`config.mk`:
```
export PLATFORM = sky130hd
export DESIGN_NAME = spi_master_flat
export DESIGN_NICKNAME = d
export VERILOG_FILES = /design/src/rtl/spi_master_if.sv /design/src/rtl/spi_master.sv /design/src/flat_wrapper.sv
export SDC_FILE = /design/constraint.sdc
export NUM_CORES = 1
export LEC_CHECK = 0
export CORE_UTILIZATION = 25
export CTS_CLUSTER_SIZE = 8
export DETAILED_ROUTE_END_ITERATION = 8
export DONT_BUFFER_PORTS = 1
export HOLD_SLACK_MARGIN = 0.08
export PLACE_DENSITY = 0.49
export SKIP_LAST_GASP = 1
export SLEW_MARGIN = 20
export SYNTH_ARGS = -nofsm -noshare
export SYNTH_HDL_FRONTEND = slang
export SYNTH_SLANG_ARGS = --single-unit
```
`constraint.sdc`:
```
create_clock -name clk -period 3.54 [get_ports clk]
set_input_delay 0.354 -clock clk [delete_from_list [all_inputs] [get_ports clk]]
set_output_delay 0.354 -clock clk [all_outputs]
set_load 0.01 [all_outputs]
```
`src/rtl/spi_master_if.sv`:
```
// Handshake bundle between a frame requester and spi_master.
// The master modport is the requester; the slave modport is the SPI engine.
interface spi_master_if;
    logic       start;
    logic [9:0] tx_word;
    logic       abort;
    logic       ready;
    logic       done;
    logic       rd_valid;
    logic [7:0] rd_data;

    modport master (
        output start, tx_word, abort,
        input  ready, done, rd_valid, rd_data
    );

    modport slave (
        input  start, tx_word, abort,
        output ready, done, rd_valid, rd_data
    );
endinterface

```
`src/rtl/spi_master.sv`:
```
// SPI frame master: a command bit, then a 10-bit op/payload word shifted MSB first,
// and for op 11 a wait gap plus an 8-bit MISO capture. All outputs come straight from flops.
module spi_master #(
    parameter int RD_WAIT = 2
) (
    input  logic         clk,
    input  logic         rst,
    spi_master_if.slave  bus,
    input  logic         MISO,
    output logic         SS_n,
    output logic         MOSI
);

    typedef enum logic [2:0] {
        IDLE  = 3'd0,
        START = 3'd1,
        CMD   = 3'd2,
        SHIFT = 3'd3,
        WAIT  = 3'd4,
        READ  = 3'd5,
        DONE  = 3'd6
    } state_t;

    state_t      state_q, state_d;
    logic [3:0]  cnt_q, cnt_d;
    logic [9:0]  word_q, word_d;
    logic [7:0]  sh_q, sh_d;
    logic [7:0]  rd_data_q, rd_data_d;
    logic        ss_n_q, ss_n_d;
    logic        mosi_q, mosi_d;
    logic        ready_q, ready_d;
    logic        done_q, done_d;
    logic        rd_valid_q, rd_valid_d;

    always_ff @(posedge clk or posedge rst) begin
        if (rst) begin
            state_q    <= IDLE;
            cnt_q      <= 4'd0;
            word_q     <= 10'd0;
            sh_q       <= 8'h00;
            rd_data_q  <= 8'h00;
            ss_n_q     <= 1'b1;
            mosi_q     <= 1'b0;
            ready_q    <= 1'b1;
            done_q     <= 1'b0;
            rd_valid_q <= 1'b0;
        end else begin
            state_q    <= state_d;
            cnt_q      <= cnt_d;
            word_q     <= word_d;
            sh_q       <= sh_d;
            rd_data_q  <= rd_data_d;
            ss_n_q     <= ss_n_d;
            mosi_q     <= mosi_d;
            ready_q    <= ready_d;
            done_q     <= done_d;
            rd_valid_q <= rd_valid_d;
        end
    end

    always_comb begin
        state_d   = state_q;
        word_d    = word_q;
        sh_d      = sh_q;
        rd_data_d = rd_data_q;
        case (state_q)
            IDLE: begin
                if (bus.start && !bus.abort) begin
                    state_d = START;
                    word_d  = bus.tx_word;
                end
            end
            START: state_d = CMD;
            CMD:   state_d = SHIFT;
            SHIFT: begin
                if (cnt_q == 4'd9) begin
                    if (word_q[9:8] == 2'b11) state_d = (RD_WAIT == 0) ? READ : WAIT;
                    else                      state_d = DONE;
                end
            end
            WAIT: begin
                if (cnt_q == 4'(RD_WAIT - 1)) state_d = READ;
            end
            READ: begin
                sh_d = {sh_q[6:0], MISO};
                if (cnt_q == 4'd7) begin
                    state_d   = DONE;
                    rd_data_d = {sh_q[6:0], MISO};
                end
            end
            DONE:    state_d = IDLE;
            default: state_d = IDLE;
        endcase
        // Abort overrides every transition, including the capture into rd_data.
        if (bus.abort && state_q != IDLE) begin
            state_d   = IDLE;
            rd_data_d = rd_data_q;
        end
        cnt_d = (state_d != state_q) ? 4'd0 : cnt_q + 4'd1;
    end

    // Outputs are decoded from the next state so the flops line up with the state they describe.
    always_comb begin
        ss_n_d     = 1'b0;
        mosi_d     = 1'b0;
        ready_d    = 1'b0;
        done_d     = 1'b0;
        rd_valid_d = 1'b0;
        case (state_d)
            IDLE: begin
                ss_n_d  = 1'b1;
                ready_d = 1'b1;
            end
            CMD:   mosi_d = word_q[9];
            SHIFT: mosi_d = word_q[4'd9 - cnt_d];
            DONE: begin
                ss_n_d     = 1'b1;
                done_d     = 1'b1;
                rd_valid_d = (word_q[9:8] == 2'b11);
            end
            START, WAIT, READ: ss_n_d = 1'b0;
            default: begin
                ss_n_d  = 1'b1;
                ready_d = 1'b1;
            end
        endcase
    end

    assign SS_n         = ss_n_q;
    assign MOSI         = mosi_q;
    assign bus.ready    = ready_q;
    assign bus.done     = done_q;
    assign bus.rd_valid = rd_valid_q;
    assign bus.rd_data  = rd_data_q;

endmodule
```
`src/flat_wrapper.sv`:
```
// flat-port wrapper written by rule: the top's interface ports become plain ports
module spi_master_flat 
#(
    parameter int RD_WAIT = 2
)
  (clk, rst, MISO, SS_n, MOSI, bus_start, bus_tx_word, bus_abort, bus_ready, bus_done, bus_rd_valid, bus_rd_data);
  spi_master_if bus_i ();
  input  logic clk;
  input  logic rst;
  input  logic MISO;
  output logic SS_n;
  output logic MOSI;
  input wire logic [$bits(bus_i.start)-1:0] bus_start;
  input wire logic [$bits(bus_i.tx_word)-1:0] bus_tx_word;
  input wire logic [$bits(bus_i.abort)-1:0] bus_abort;
  output wire logic [$bits(bus_i.ready)-1:0] bus_ready;
  output wire logic [$bits(bus_i.done)-1:0] bus_done;
  output wire logic [$bits(bus_i.rd_valid)-1:0] bus_rd_valid;
  output wire logic [$bits(bus_i.rd_data)-1:0] bus_rd_data;
  assign bus_i.start = bus_start;
  assign bus_i.tx_word = bus_tx_word;
  assign bus_i.abort = bus_abort;
  assign bus_ready = bus_i.ready;
  assign bus_done = bus_i.done;
  assign bus_rd_valid = bus_i.rd_valid;
  assign bus_rd_data = bus_i.rd_data;
  spi_master #(.RD_WAIT(RD_WAIT)) u_core (.clk(clk), .rst(rst), .bus(bus_i), .MISO(MISO), .SS_n(SS_n), .MOSI(MOSI));
endmodule
```
==> out/summary.txt, run 1 <==
final non-filler cell total: 271
WP data arrival: 3.37 ns
Max-Cap Viols: 0
Ys Warns: 0
dpl cell area: 2050 µm²
routed via count: 1305
Cell Area, Synth: 1930 µm²
Fin Hold WS: 0.204 ns
Critical Path Sink Type: flip-flop
cell count after synthesis: 165
DR WL/cell: 14.3 µm
Hold Path Stages: 1
Post-synth EDFFs: 0
relative slew slack: 0.657
P_leak: 0.000962 µW
area grow syn2layout: 11.5%
Clock Skew: 0.00920 ns
Worst-Margin Slew: 0.508 ns
Congestion Overflow GR: 0
clk root buf: clkbuf_8
Cell Rows: 31
gr usage total: 0.101
Num CTS Buffers: 5
Bufs on Longest Clock Path: 2
Synth Register Bits: 37
routed wire length: 3870 µm
setup TNS: 0 ns
commonest non-fill, non-tap cell in the layout: dfrtp_1
Setup Crit Path Kind: flip-flop to flip-flop
Final Cycle Share: 0.901
Placer Congestion: 0.812
R2R cell count: 12
DP HPWL: 2820 µm
vias in the first global route: 1291
antenna fix cells: 0
Core Area: 7370 µm²
io pins: 28
post-route ant nets: 0
initial drt markers: 55
pre-CTS WS: 0.274 ns
Final min period: 3.19 ns
Mapped Nets: 183
most frequent cells in the layout: dfrtp_1 (34), mux2_2 (25), inv_1 (11), nor2_1 (10), a21oi_1 (6)
CP Max Fanout: 12
largest net degree at the start of global routing: 38
First-pass DRT Iterations: 4
Sink Count: 37
post-synthesis sequential area ratio: 0.482
CP required: 3.72 ns
die area: 8060 µm²
Slew Limit Fails: 0
port buffer count: 0
initial antenna violation count: 0
CTS tree: done
CP Launch Type: flip-flop
RSZ-0062 raised after global routing: false
VDD IR max: 0.359 mV
Placed Instances: 262
post-synth cell types: 51
final setup fails: 0
ys async rst share: 1.00
Die Width: 89.8 µm
Synth Area per Inst: 11.7 µm²
first-pass GRT wire length: 6480 µm
DRC viols: 0
share of cells above drive strength 1: 0.291
Worst-path clk slew: 0.08 ns
outcome: complete, no violations
Setup WS post-layout: 0.349 ns
Max Clk Rate: 313 MHz
Pwr per Cell Area: 653 nW/µm²
Die Y: 89.8 µm
Final nets: 189
Clk Latency, worst-skew pair: 0.29 ns
design area: 2150 µm²
vias per cell: 4.82
Final Hold Fails: 0
Initial Utilization: 0.261
Hold Crit Class: primary input to flip-flop
Synth Flop Type: dfrtp_1
htree depth: 2
==> worst paths after layout <==
kind	startpoint	to	slack, ns
setup / recovery	u_core.cnt_q[0]	u_core.MOSI	0.35
hold / removal	bus_tx_word[0]	u_core.word_q[0]	0.20
setup reg to reg	u_core.cnt_q[0]	u_core.MOSI	0.35
hold reg to reg	u_core.word_q[6]	u_core.word_q[6]	0.51
max in group asynchronous	rst	u_core.bus.ready	2.57
min in group asynchronous	rst	u_core.word_q[8]	0.61
==> cell usage after synthesis (2+ instances only) <==
master | n | area share
and3_1 | 2 | 0.0065
o211ai_1 | 2 | 0.0078
buf_2 | 3 | 0.0078
clkbuf_1 | 2 | 0.0039
o21ai_0 | 4 | 0.010
nor3b_1 | 3 | 0.012
nor2b_1 | 4 | 0.013
nand3_1 | 2 | 0.0052
a22oi_1 | 3 | 0.012
ha_1 | 3 | 0.019
dfrtp_1 | 35 | 0.45
a21oi_1 | 6 | 0.016
a211oi_1 | 5 | 0.019
nand2b_1 | 3 | 0.0097
nor2_1 | 10 | 0.019
nand3b_1 | 3 | 0.012
and2_1 | 2 | 0.0065
xor2_1 | 2 | 0.0091
nand2_1 | 4 | 0.0078
dfstp_2 | 2 | 0.027
mux2_2 | 25 | 0.15
inv_1 | 11 | 0.021
==> power breakdown <==
part	internal, µW	total [µW]	switching [µW]
sequential	526	625	99.9
clock	140	299	160
combinational	236	478	241
total	902	1400	501
==> critical path, cell delays in order, from the launching register on <==
cell	delay, ns
dfrtp_2	0.50
ha_1	0.27
nand2b_1	0.14
o32ai_4	0.12
o31ai_2	0.42
a21o_4	0.21
nand2b_1	0.12
nand2b_1	0.19
ha_1	0.23
a211oi_1	0.25
nand3_1	0.11
and4_1	0.18
o311a_1	0.33
==> per-stage QoR <==
step | utilization | power, µW
finish | 0.292 | 1400
global route | 0.292 | 1500
CTS | 0.291 | 1420
detailed placement | 0.278 | 1110
global placement | 0.278 | 1110
floorplan | - | 1010
==> metal layers <==
metal  track usage  vias up  routed length [µm]
li1              -      617                   -
met5             0        -                   0
met1         0.136      661                1810
met2         0.156       22                1860
met3        0.0220        5                 124
met4        0.0451        0                  72
==> cells by family (layout without fill, tap and decap cells) <==
logic type	Yosys count	in the layout	synth area share
compound gates	37	37	0.165
simple gates	43	43	0.134
mux	26	26	0.151
fa+ha+maj	3	3	0.0195
flops	37	37	0.482
buf+inv	17	24	0.0390
xor+xnor	2	2	0.00909
==> layout make-up <==
| type | count | area (µm²) |
|---|---|---|
| Clock inverter | 3 | 21.3 |
| Tap cell | 99 | 124 |
| Sequential cell | 37 | 930 |
| Multi-Input combinational cell | 111 | 923 |
| Fill cell | 792 | 5220 |
| Clock buffer | 5 | 68.8 |
| Timing Repair Buffer | 5 | 40.0 |
| Inverter | 11 | 41.3 |
==> state kept, by name, indices dropped and copies added (netlist names) <==
name and flops:
u_core.MOSI 1, u_core.SS_n 1, u_core.bus.done 1, u_core.bus.rd_data 8
u_core.bus.rd_valid 1, u_core.bus.ready 1, u_core.cnt_q 4, u_core.sh_q 7
u_core.state_q 3, u_core.word_q 10
==> timing repair <==
action | 4_1_cts | 5_1_grt
setup buffers | 0 | 0
hold buffers | 1 | 0
hold endpoints to repair | 29 | 0
resized for setup | 0 | 1
endpoints found under the setup margin | 0 | 1
Power figures use the tool's default switching activity.
==> run 2: changes to the inputs <==
- ABC_CLOCK_PERIOD_IN_PS: default -> 3540
==> results of run 2 <==
Same layout as run 1: the final DEF is identical, and so are final timing and power.
